$ cat src/rtl/fetch_unit.sv
// Instruction fetch/issue stage: holds the PC, fetches over a req/ack handshake and
// presents each word to the decoder, then applies the decoder's next-PC select.
module fetch_unit #(
  parameter int unsigned         PC_W     = 10,
  parameter logic [PC_W-1:0]     RESET_PC = '0
) (
  input  logic            clk,
  input  logic            rst,
  output logic [PC_W-1:0] imem_addr,
  output logic            imem_req,
  input  logic            imem_ack,
  input  logic [15:0]     imem_rdata,
  output logic [15:0]     im_out,
  output logic            im_valid,
  input  logic            stall,
  input  logic            br_take,
  input  logic            jmp,
  output logic [PC_W-1:0] pc
);

  typedef enum logic [1:0] {
    IDLE,
    REQ,
    ISSUE
  } state_t;

  state_t          state;
  logic [PC_W-1:0] pc1;
  logic [PC_W-1:0] br_off;
  logic [PC_W-1:0] jmp_tgt;
  logic [PC_W-1:0] next_pc;

  assign imem_addr = pc;

  // Jump keeps the upper bits of pc+1 and replaces the low 10 bits with the target;
  // the element-wise overwrite avoids an empty slice when PC_W is exactly 10.
  always_comb begin
    pc1          = pc + PC_W'(1);
    br_off       = {{(PC_W-4){im_out[3]}}, im_out[3:0]};
    jmp_tgt      = pc1;
    jmp_tgt[9:0] = im_out[9:0];
    if (jmp)
      next_pc = jmp_tgt;
    else if (br_take)
      next_pc = pc1 + br_off;
    else
      next_pc = pc1;
  end

  always_ff @(posedge clk or negedge rst) begin
    if (!rst) begin
      state    <= IDLE;
      pc       <= RESET_PC;
      imem_req <= 1'b0;
      im_out   <= '0;
      im_valid <= 1'b0;
    end else begin
      case (state)
        IDLE: begin
          state    <= REQ;
          imem_req <= 1'b1;
        end
        REQ: begin
          if (imem_ack) begin
            im_out   <= imem_rdata;
            im_valid <= 1'b1;
            imem_req <= 1'b0;
            state    <= ISSUE;
          end
        end
        ISSUE: begin
          if (!stall) begin
            pc       <= next_pc;
            im_valid <= 1'b0;
            imem_req <= 1'b1;
            state    <= REQ;
          end
        end
        default: begin
          state    <= IDLE;
          imem_req <= 1'b0;
          im_valid <= 1'b0;
        end
      endcase
    end
  end

endmodule

$ cat config.mk
export PLATFORM = sky130hd
export DESIGN_NAME = fetch_unit
export DESIGN_NICKNAME = d
export VERILOG_FILES = /design/src/rtl/fetch_unit.sv
export SDC_FILE = /design/constraint.sdc
export NUM_CORES = 1
export LEC_CHECK = 0
export BUFFER_PORTS_ARGS = -buffer_cell sky130_fd_sc_hd__buf_2
export CORE_UTILIZATION = 55
export DETAILED_ROUTE_END_ITERATION = 8
export PLACE_DENSITY = 0.86
export SYNTH_ARGS = -nofsm -noshare
export SYNTH_HDL_FRONTEND = slang
export SYNTH_SLANG_ARGS = --single-unit
export TNS_END_PERCENT = 30
$ cat constraint.sdc
create_clock -name clk -period 4.1 [get_ports clk]
set_clock_uncertainty 0.05 [all_clocks]
set_input_delay 0.41 -clock clk [delete_from_list [all_inputs] [get_ports clk]]
set_output_delay 0.41 -clock clk [all_outputs]
set_load 0.01 [all_outputs]
After elaboration in Yosys (flattened, before gate mapping)
Cells that the tools add are included.
Word-level totals
  register bits: 30
  input port bits: 22
  output and inout bits: 38
  word-level logic and storage cells: 29
Cells by class
  $add $sub $neg: 2
  equal/unequal tests: 4
  muxes and demuxes: 11
  bitwise gates (word level): 2
  reductions and logical operators: 5
Operators with widths (count)
  2-to-1 mux 10 bit: 2
  adder 10 x 1 -> 10 bit (second input constant): 1
  adder 10 bit: 1
  one-hot mux 1 bit (3 select lines): 2
  one-hot mux 2 bit (3 select lines): 1
  AND reduction 2 bit: 3
  2-to-1 mux 1 bit: 4
  2-to-1 mux 2 bit: 2
  != test 2 bit (second input constant): 2
  AND reduction 3 bit: 1
  == test 2 x 1 -> 1 bit (second input constant): 1
  == test 2 bit (second input constant): 1
  zero test 2 bit: 1
  NOT 1 bit: 2

Longest topological paths before layout
Gate-level depths: netlist of run 1.
  depth in word-level cells: 4
  gate-level depth with buffers: 13
  depth with buffers taken out: 13

Least setup slack after synthesis of run 1
Ideal clock, no wire load.
  path kind: reg-to-reg
  start: reg pc[0] (netlist: imem_addr[0])
  end: reg pc[9] (netlist: imem_addr[9])
  arrival: 2.505 ns
  data required time: 3.926 ns
  path slack: 1.421 ns
  stages on the path, launching flop included: 13
  buffers on the path: 0
  period minus slack after synthesis: 2.679 ns
  cells stage by stage: dfrtp_1 -> ha_1 -> nand2_1 -> nor2_1 -> xor2_1 -> ha_1 -> a21oi_1 -> a21oi_1 -> a211oi_1 -> a211o_1 -> o2bb2ai_1 -> nand2_1 -> a211o_1
On the way
  word-level cells in the longest chain between the ends: 4
Ends and longest elaborated chain
  start: declaration: line 18  | output logic [PC_W-1:0] pc
  start signal: assignment: line 73  | pc <= next_pc;
  adder 10 x 1 -> 10 bit (*): line 38  | pc1 = pc + PC_W'(1);
  adder 10 bit: line 45  | next_pc = pc1 + br_off;
  2-to-1 mux 10 bit (*): line 44  | else if (br_take)
  2-to-1 mux 10 bit (*): line 42  | if (jmp)
Every way passes the cells marked *; elsewhere a longest branch is shown, timed or not.
A chain may end at the register's enable or synchronous reset.

Worst setup path after layout of run 1
Same ends and word-level chain as after synthesis.

==> results.json, run 1 <==
{
  "synth_edf_count": 0,
  "finalHoldViolations": 0,
  "die_y_um": 60.4,
  "syn_area_um2": 1880,
  "root_buffer": "clkbuf_4",
  "maxCapViolations": 0,
  "yosys_warnings": 0,
  "status": "completed",
  "portBuffers": 59,
  "final_area_um2": 2190,
  "rsz0062_at_grt": "false",
  "hpwlAfterDp_mm": 3.05,
  "hp-class": "input pin to async pin",
  "start_util": 0.595,
  "grt_busiest_layer": "met2",
  "avgRoutedWirePerCell_um": 14.1,
  "setup_tns_ps": 0,
  "globalRouteMet1Util": 0.339,
  "required_ps": 4280,
  "grt_pass1_wl_mm": 6.54,
  "synth-seq-cells": 29,
  "synth-seq-area-share": 0.387,
  "finalSetupViolations": 0,
  "end_kind": "flop",
  "worstMarginPinSlew_ps": 958,
  "final_common_cell": "buf_2",
  "grt-ovfl-total": 0,
  "drc": 0,
  "fp-row-count": 20,
  "synthTopCellsByArea": "dfrtp_1 (39%), mux2_2 (9.6%), ha_1 (6.7%)",
  "grt_max_degree": 30,
  "post_cts_buffers": 0,
  "coreArea_um2": 3150,
  "drv_slew": 0,
  "detail-route-antenna-nets": 0,
  "synth-compound-area-share": 0.149,
  "clock_sinks": 29,
  "viasPerCell": 5.61,
  "numCtsBuffers": 5,
  "nets": 277,
  "die_w_um": 60.4,
  "synthArstFlopShare": 1.00,
  "postPlaceCellArea_um2": 2120,
  "mappedNetlistNets": 228,
  "period_minus_slack_ps": 2930,
  "pin_count": 60,
  "synth_top_family_by_area": "simple AND/OR/NAND/NOR gates",
  "cp_data_arrival_time_ps": 3120,
  "h-tree-depth": 2,
  "ir_drop_uv": 530,
  "fmaxAchievable_mhz": 341,
  "use_met2": 0.374,
  "clock_latency_ps": 330,
  "syn_avg_cell_area_um2": 9.62,
  "wirelength_mm": 4.07,
  "diodes": 0,
  "slew_headroom": 0.360,
  "syn_inst": 195,
  "gp_congestion": 0.919,
  "final_core_util": 0.696,
  "start_kind": "flop",
  "cts_tree": "built",
  "synthFlopType": "dfrtp_1",
  "cts.hold.buffers_added": 0,
  "synthSimpleGateAreaFrac": 0.153,
  "synth_top_area_share": 0.387,
  "antenna_found_initial": 0,
  "grtUsageTotal": 0.247,
  "drt_iter0_drc": 54,
  "clk_pin_slew_worst_paths_ps": 100,
  "synthMuxAreaShare": 0.101,
  "drive_gt1_frac": 0.355,
  "syn_to_final_growth_pct": 16.9,
  "grt_pass1_vias": 1455,
  "yosys.area_share.adder": 0.0774,
  "clk_path_buf_depth": 2,
  "crit_type": "flop to flop",
  "grt_util_met3": 0.0746,
  "crit_fanout": 9,
  "vias": 1621,
  "p_leak_nw": 1.05,
  "die_area_um2": 3650,
  "drt-pass1-iter-count": 4,
  "power.density_nw_per_um2": 886,
  "synth_cell_types": 41,
  "final_cell_mix": "buf_2 (59), dfrtp_1 (29), nand2_1 (25), mux2_2 (16)",
  "yosysTopAreaCell": "dfrtp_1",
  "synth_xor_area_frac": 0.0654,
  "cts-resized-gates": 0,
  "finalCritPeriodShare": 0.715
}
registers in the layout (all words and copies together) (netlist names):
signal	flops
im_out	16
imem_addr	10
im_valid	1
imem_req	1
state	1
routing by layer:
| layer | vias to the layer above | routed length [um] |
|---|---|---|
| met5 | - | 0 |
| met4 | 0 | 46 |
| met3 | 7 | 280 |
| met2 | 67 | 1920 |
| met1 | 763 | 1820 |
| li1 | 784 | - |
report_power, final:
group          internal [W]  switching (W)  leakage [nW]
Combinational      0.000539       0.000595         0.669
Sequential         0.000427       0.000177         0.344
Clock             0.0000993       0.000106        0.0413
Total               0.00107       0.000878          1.05
cells by family after synthesis:
group / Yosys count
compound gates: 43
xor+xnor: 14
fa+ha+maj: 11
buf+inv: 23
flops: 29
mux: 17
simple gates: 58
final cells by class:
type                            count  area (um2)
Sequential cell                    29         726
Fill cell                         253         960
Tap cell                           44        55.1
Multi-Input combinational cell    143        1020
Timing Repair Buffer               59         295
Clock inverter                      1        5.00
Clock buffer                        7        65.1
Inverter                            6        22.5
through the flow:
step                      instances  power [W]  setup WS (ps)  hold slack (ps)
after CTS                       289    0.00194           1210             43.4
after floorplan                 195    0.00144           1420             64.4
after global routing            289    0.00211            910             83.0
final                           289    0.00194           1170             33.4
after detailed placement        281    0.00173           1210              414
after global placement          281    0.00169           1360              421
worst max-delay path: stages (launching register included):
cell and delay, ps:
dfrtp_1 480, ha_1 250, nand2_1 80, nor2_1 170
xor2_1 230, ha_1 310, a21oi_1 240, a21oi_1 100
a211oi_1 290, nand4_1 170, o211ai_1 130, nand2_1 70
a211o_1 260
cells in the mapped netlist, types with 2 or more instances:
| cell | count |
|---|---|
| and3_1 | 2 |
| nand3_1 | 7 |
| o22ai_1 | 3 |
| mux2_2 | 16 |
| nor3b_1 | 2 |
| inv_1 | 5 |
| nand2_1 | 25 |
| clkbuf_1 | 6 |
| o211ai_1 | 5 |
| a21oi_1 | 11 |
| xnor2_1 | 7 |
| buf_4 | 10 |
| nand3_2 | 2 |
| o21bai_1 | 2 |
| nor3_1 | 2 |
| dfrtp_1 | 29 |
| ha_1 | 10 |
| o21ai_0 | 10 |
| a211o_1 | 2 |
| a211oi_1 | 2 |
| nor2_1 | 11 |
| xor2_1 | 7 |
worst paths after layout:
kind | start | to | slack [ps] | cells past startpoint
max | imem_addr[0] | imem_addr[9] | 1170 | 12
min | rst | im_out[1] | 30 | 1
max in group asynchronous | rst | im_out[15] | 3540 | 1
min in group clk | imem_rdata[7] | im_out[7] | 250 | 2
min reg2reg | im_out[12] | im_out[12] | 460 | 1
max reg2reg | imem_addr[0] | imem_addr[9] | 1170 | 12
No activity file was read; power rests on OpenSTA's default activity.
==> inputs of run 2 (changes only) <==
--- a/config.mk
+++ b/config.mk
@@ -6,9 +6,9 @@
 export NUM_CORES = 1
 export LEC_CHECK = 0
 export BUFFER_PORTS_ARGS = -buffer_cell sky130_fd_sc_hd__buf_2
-export CORE_UTILIZATION = 55
+export CORE_UTILIZATION = 46
 export DETAILED_ROUTE_END_ITERATION = 8
-export PLACE_DENSITY = 0.86
+export PLACE_DENSITY = 0.77
 export SYNTH_ARGS = -nofsm -noshare
 export SYNTH_HDL_FRONTEND = slang
 export SYNTH_SLANG_ARGS = --single-unit
==> constraint.sdc (replaced) <==
create_clock -name clk -period 2.55 [get_ports clk]
set_clock_uncertainty 0.05 [all_clocks]
set_input_delay 0.255 -clock clk [delete_from_list [all_inputs] [get_ports clk]]
set_output_delay 0.255 -clock clk [all_outputs]
set_load 0.01 [all_outputs]
==> run 2 against run 1 <==
  * The run now ends with negative setup slack left
  * Final cell count increased by 8.7%
  * Cell area grew 14%
  * Setup slack worse by 1200 ps
  * Combinational power rose by 110%
  * Core utilization shrank 3.3 points
  * Flip-flop and latch count is the same
  * Non-clock buffer count up 22
  * Die area up 19%
  * Sequential share of layout area shrank 3.8 points
  * Highest routed layer unchanged
==> results.json, run 2 (synthesis gave the netlist of run 1 again) <==
{
  "status": "complete, but fails checks",
  "violations": "negative setup slack",
  "end_kind": "flop",
  "portBuffers": 59,
  "hp-class": "input pin to flop",
  "drt_iter0_drc": 85,
  "clock_latency_ps": 270,
  "start_util": 0.497,
  "ir_drop_uv": 901,
  "grt_max_degree": 30,
  "start_kind": "flop",
  "die_y_um": 65.9,
  "slew_headroom": 0.455,
  "numCtsBuffers": 5,
  "die_area_um2": 4340,
  "p_leak_nw": 1.18,
  "fmaxAchievable_mhz": 384,
  "required_ps": 2650,
  "drt-pass1-iter-count": 4,
  "viasPerCell": 5.69,
  "rsz0062_at_grt": "true",
  "syn_to_final_growth_pct": 33.2,
  "postPlaceCellArea_um2": 2190,
  "grt_pass1_wl_mm": 7.36,
  "maxCapViolations": 0,
  "clock_sinks": 29,
  "detail-route-antenna-nets": 0,
  "worstMarginPinSlew_ps": 815,
  "fp-row-count": 22,
  "finalSetupViolations": 3,
  "grt-ovfl-total": 0,
  "grtUsageTotal": 0.221,
  "finalNonFillerCells": 314,
  "grt_pass1_vias": 1598,
  "finalCritPeriodShare": 1.02,
  "h-tree-depth": 2,
  "pin_count": 60,
  "crit_chain": "ha_4 > nand2_2 > nor2_4 > nand3_2 > xnor2_2 > ha_1 > nand2_2 > a21oi_2 > a211oi_2 > a211o_1 > o211ai_1 > nand2_1 > a211o_1",
  "hpwlAfterDp_mm": 3.25,
  "diodes": 0,
  "wirelength_mm": 5.04,
  "antenna_found_initial": 0,
  "final_cell_mix": "buf_2 (59), dfrtp_1 (24), nand2_1 (22), buf_4 (20), mux2_2 (16)",
  "largest_register": "im_out",
  "drive_gt1_frac": 0.485,
  "largest_reg_flops": 16,
  "drc": 0,
  "cp_slowest_cell": "dfrtp_2",
  "avgRoutedWirePerCell_um": 16.0,
  "cp_data_arrival_time_ps": 2710,
  "clk_path_buf_depth": 2,
  "cts_tree": "built",
  "crit_type": "flop to flop",
  "critPathMaxStageDelay_ps": 390,
  "dp.cells": 292,
  "finalHoldViolations": 0,
  "final_area_um2": 2500,
  "coreArea_um2": 3770,
  "vias": 1787,
  "die_w_um": 65.9,
  "period_minus_slack_ps": 2610,
  "root_buffer": "clkbuf_8",
  "gp_congestion": 0.809,
  "clk_pin_slew_worst_paths_ps": 70,
  "crit_fanout": 3,
  "nets": 299,
  "fin_ws_ps": -56.1,
  "drv_slew": 0,
  "power.density_nw_per_um2": 1500,
  "final_common_cell": "buf_2"
}
==> run 2: cell count changes in the layout (fill, tap and decap cells not counted), sizes merged <==
cell / before / now
clkinv: 2 / 1
buf: 59 / 80
dlygate4sd3: 0 / 1
==> run 2: final timing paths <==
kind | endpoint | cells after the start | startpoint | slack, ps
worst max-delay path | imem_addr[9] | 13 | imem_addr[1] | -60
worst min-delay path | im_out[1] | 2 | imem_rdata[1] | 170
worst max register to register | imem_addr[9] | 13 | imem_addr[1] | -60
worst min register to register | im_out[14] | 1 | im_out[14] | 450
max in group asynchronous | imem_addr[6] | 2 | rst | 1510
min in group asynchronous | im_out[1] | 2 | rst | 490
==> run 2: repair_timing <==
action,in CTS,in global routing
gates cloned,0,0
pin swaps,2,19
hold buffers,1,0
endpoints found under the setup margin,1,4
endpoints found under the hold margin,29,0
setup buffers,7,7
gates resized for setup,1,22
==> run 2: layout make-up <==
| class | instances | area, um2 |
|---|---|---|
| sequential | 29 | 732 |
| clock buffer | 7 | 86.3 |
| timing repair buffer | 81 | 467 |
| tap | 48 | 60.1 |
| inverter | 6 | 22.5 |
| multi-input combinational | 143 | 1130 |
| fill | 271 | 1270 |
==> run 2: routing by layer <==
layer  wire length (um)  share of wire  track usage
met2               2550           0.51        0.353
met5                  0              0            0
met4                 52          0.010       0.0625
met1               2180           0.43        0.309
met3                257          0.051       0.0328
==> run 2: where the power goes <==
part | internal, W | switching [W]
clock | 0.000214 | 0.000158
combinational | 0.00119 | 0.00121
sequential | 0.000696 | 0.000285
==> run 2: critical path: cells and delay by family, from the launching register on <==
kind / cells / cell delay [ps]
DFF: 1 / 390
AOI/OAI and AO/OA: 5 / 830
adders and majority gates: 2 / 530
and+or+nand+nor: 5 / 530
xor gates and xnor gates: 1 / 170
==> run 2: through the flow <==
| stage | TNS (ps) | setup slack (ps) | utilization | total power, W | hold WS [ps] |
|---|---|---|---|---|---|
| after CTS | 0 | 8.58 | 0.622 | 0.00339 | 166 |
| after detailed placement | -33.0 | -33.0 | 0.582 | 0.00292 | 261 |
| final | -85.2 | -56.1 | 0.663 | 0.00375 | 167 |
| after floorplan | 0 | 17.7 | - | 0.00235 | -90.6 |
| after global placement | 0 | 39.8 | 0.582 | 0.00286 | 267 |
| after global routing | -478 | -159 | 0.663 | 0.00402 | 167 |
==> inputs of run 3 (changes only) <==
--- a/config.mk
+++ b/config.mk
@@ -5,10 +5,12 @@
 export SDC_FILE = /design/constraint.sdc
 export NUM_CORES = 1
 export LEC_CHECK = 0
+export ABC_AREA = 1
+export ABC_CLOCK_PERIOD_IN_PS = 2550
 export BUFFER_PORTS_ARGS = -buffer_cell sky130_fd_sc_hd__buf_2
-export CORE_UTILIZATION = 46
+export CORE_UTILIZATION = 47
 export DETAILED_ROUTE_END_ITERATION = 8
-export PLACE_DENSITY = 0.77
+export PLACE_DENSITY = 0.78
 export SYNTH_ARGS = -nofsm -noshare
 export SYNTH_HDL_FRONTEND = slang
 export SYNTH_SLANG_ARGS = --single-unit
==> run 3 against run 2 <==
  * The run now ends clean
  * Clock power fell by 3%
  * Sequential power fell by 5.7%
  * Flip-flop and latch count unchanged
  * Synthesized cell count increased by 45%
  * Final cell count rose by 24%
  * Critical path type unchanged
  * Largest cell class unchanged
  * Largest power group unchanged
  * Highest routed layer unchanged
==> results.json, run 3 <==
{
  "synthMuxAreaShare": 0,
  "numCtsBuffers": 5,
  "syn_area_um2": 2030,
  "die_y_um": 67.8,
  "grt_max_degree": 30,
  "antenna_found_initial": 0,
  "finalCritPeriodShare": 0.925,
  "status": "completed",
  "clkPwrFrac": 0.103,
  "synth_top_family_by_area": "simple AND/OR/NAND/NOR gates",
  "hp-class": "input pin to flop",
  "cts_tree": "built",
  "postPlaceCellArea_um2": 2310,
  "largest_register": "im_out",
  "drive_gt1_frac": 0.300,
  "clk_pin_slew_worst_paths_ps": 60,
  "drt_iter0_drc": 91,
  "worstMarginPinSlew_ps": 643,
  "period_minus_slack_ps": 2360,
  "cp_data_arrival_time_ps": 2480,
  "avgRoutedWirePerCell_um": 12.3,
  "syn_avg_cell_area_um2": 7.21,
  "die_w_um": 67.8,
  "gp_congestion": 0.847,
  "die_area_um2": 4590,
  "final_area_um2": 2490,
  "grt_pass1_wl_mm": 7.76,
  "synth_xor_area_frac": 0.0474,
  "finalHoldViolations": 0,
  "portBuffers": 59,
  "syn_inst": 282,
  "synthTopCellsByCount": "nand2_1 (98), dfrtp_1 (29), inv_1 (28), nand3_1 (15), nor2_1 (14)",
  "nets": 372,
  "totalPowerFinal_w": 0.00351,
  "p_int_w": 0.00179,
  "yosys.area_share.adder": 0.0714,
  "pwr-share-seq": 0.264,
  "grtUsageTotal": 0.229,
  "slew_headroom": 0.571,
  "wirelength_mm": 4.81,
  "rsz0062_at_grt": "false",
  "synth_cell_types": 28,
  "grt_pass1_vias": 1763,
  "crit_type": "flop to flop",
  "clk_path_buf_depth": 2,
  "combPwrFrac": 0.634,
  "synth-seq-area-share": 0.357,
  "mappedNetlistNets": 315,
  "drt-pass1-iter-count": 4,
  "hp-start": "imem_rdata[12]",
  "largest_reg_flops": 16,
  "whs_ps": 117,
  "p_leak_nw": 1.42,
  "synthFlopType": "dfrtp_1",
  "p_sw_frac": 0.490,
  "start_util": 0.497,
  "yosys_warnings": 0,
  "clock_sinks": 29,
  "synth-seq-cells": 29,
  "maxCapViolations": 0,
  "diodes": 0,
  "synth-compound-area-share": 0.0930,
  "ir_drop_uv": 707,
  "synthSimpleGateAreaFrac": 0.312,
  "fmaxAchievable_mhz": 424,
  "final_cell_mix": "nand2_1 (94), buf_2 (59), dfrtp_1 (29), inv_1 (28), nand3_1 (13)",
  "clock_latency_ps": 280,
  "drc": 0,
  "pin_count": 60,
  "nFillCells": 373,
  "finalSetupViolations": 0,
  "hpwlAfterDp_mm": 3.58,
  "synthTopCellsByArea": "dfrtp_1 (36%), nand2_1 (18%), ha_1 (6.2%)",
  "viasPerCell": 4.89,
  "syn_to_final_growth_pct": 22.7,
  "synth_most_common_cell": "nand2_1",
  "synth_edf_count": 0,
  "multi_input_comb_area_um2": 1140,
  "final_common_cell": "nand2_1",
  "h-tree-depth": 2,
  "final_core_util": 0.610,
  "fp-row-count": 23,
  "synthArstFlopShare": 1.00,
  "grt-ovfl-total": 0,
  "setup_tns_ps": 0,
  "vias": 1906,
  "regArea_um2": 726,
  "coreArea_um2": 4090,
  "crit_fanout": 4,
  "detail-route-antenna-nets": 0,
  "r2r-start": "imem_addr[1]",
  "power.density_nw_per_um2": 1410,
  "required_ps": 2670,
  "drv_slew": 0,
  "net-switching-power_w": 0.00172,
  "start_kind": "flop",
  "yosysTopAreaCell": "dfrtp_1",
  "synth_top_area_share": 0.357,
  "end_kind": "flop",
  "root_buffer": "clkbuf_8",
  "critPathLaunch": "imem_addr[1]"
}
## run 3: changes by cell type in the layout (fill, tap and decap cells not counted), sizes merged, moves of 5 or more
cell | before | now
inv | 5 | 33
nor2 | 11 | 16
nand2 | 25 | 98
o21ai | 10 | 18
buf | 80 | 66
nand3 | 9 | 20
o211ai | 5 | 0
mux2 | 16 | 0
xnor2 | 7 | 2
## run 3: worst paths after layout
| kind | end | slack [ps] | cells after the start |
|---|---|---|---|
| setup reg to reg | imem_addr[9] | 190 | 17 |
| setup / recovery | imem_addr[9] | 190 | 17 |
| max in group asynchronous | imem_addr[6] | 1540 | 2 |
| hold reg to reg | im_out[15] | 440 | 2 |
| min in group asynchronous | im_out[12] | 490 | 2 |
| hold / removal | im_out[12] | 120 | 3 |
## run 3: cell families (layout without fill, tap and decap cells)
group	after synthesis	count (layout)
DFF	29	29
buffers and inverters	51	109
and+or+nand+nor	144	144
xor gates and xnor gates	11	11
AOI/OAI and AO/OA	36	36
adders and majority gates	11	11
## run 3: what timing repair did
action | 4_1_cts | 5_1_grt
hold endpoints to repair | 29 | 0
buffers inserted | 0 | 2
resized for setup | 3 | 13
hold buffers | 1 | 0
pin swaps | 0 | 7
endpoints found under the setup margin | 1 | 1
cloned | 0 | 0
## run 3: worst max-delay path, stage by stage (launching register included)
cell     delay [ps]
dfrtp_1         380
ha_2            200
nand3_2          90
nor2_2           50
nand3_1          60
inv_1            50
or2_4           230
and2_4          150
ha_4            290
nand2_4          60
nor2_4          130
nand3_2          90
nand3_2          80
nand2_2          50
nand4_1          90
nand3_1          80
nand2_1          80
nand2_1          50
## run 3: area by class of cell
class | count | share of cell area
multi-input combinational | 202 | 0.456
inverter | 34 | 0.0512
clock inverter | 2 | 0.00402
timing repair buffer | 67 | 0.144
clock buffer | 6 | 0.0291
tap | 50 | 0.0251
sequential | 29 | 0.291
## run 3: power groups by stage
stage               registers [W]  logic, W  clock network [W]
floorplan                 0.00100   0.00142                  0
global placement         0.000905   0.00201                  0
detailed placement       0.000914   0.00206                  0
CTS                      0.000914   0.00209           0.000370
global route             0.000956   0.00252           0.000394
finish                   0.000925   0.00222           0.000360
## run 3: stage by stage
stage / setup WS [ps] / cells
after global placement: 57.8 / 379
final: 191 / 390
after CTS: 0.186 / 388
after floorplan: 41.2 / 282
after global routing: 2.17 / 390
after detailed placement: -11.3 / 379
## run 3: per-layer routing
layer  track usage  wire [um]  part of all wire
met3        0.0456        258             0.054
met2         0.363       2220              0.46
met5             0          0                 0
met4        0.0824         79             0.016
met1         0.308       2240              0.47
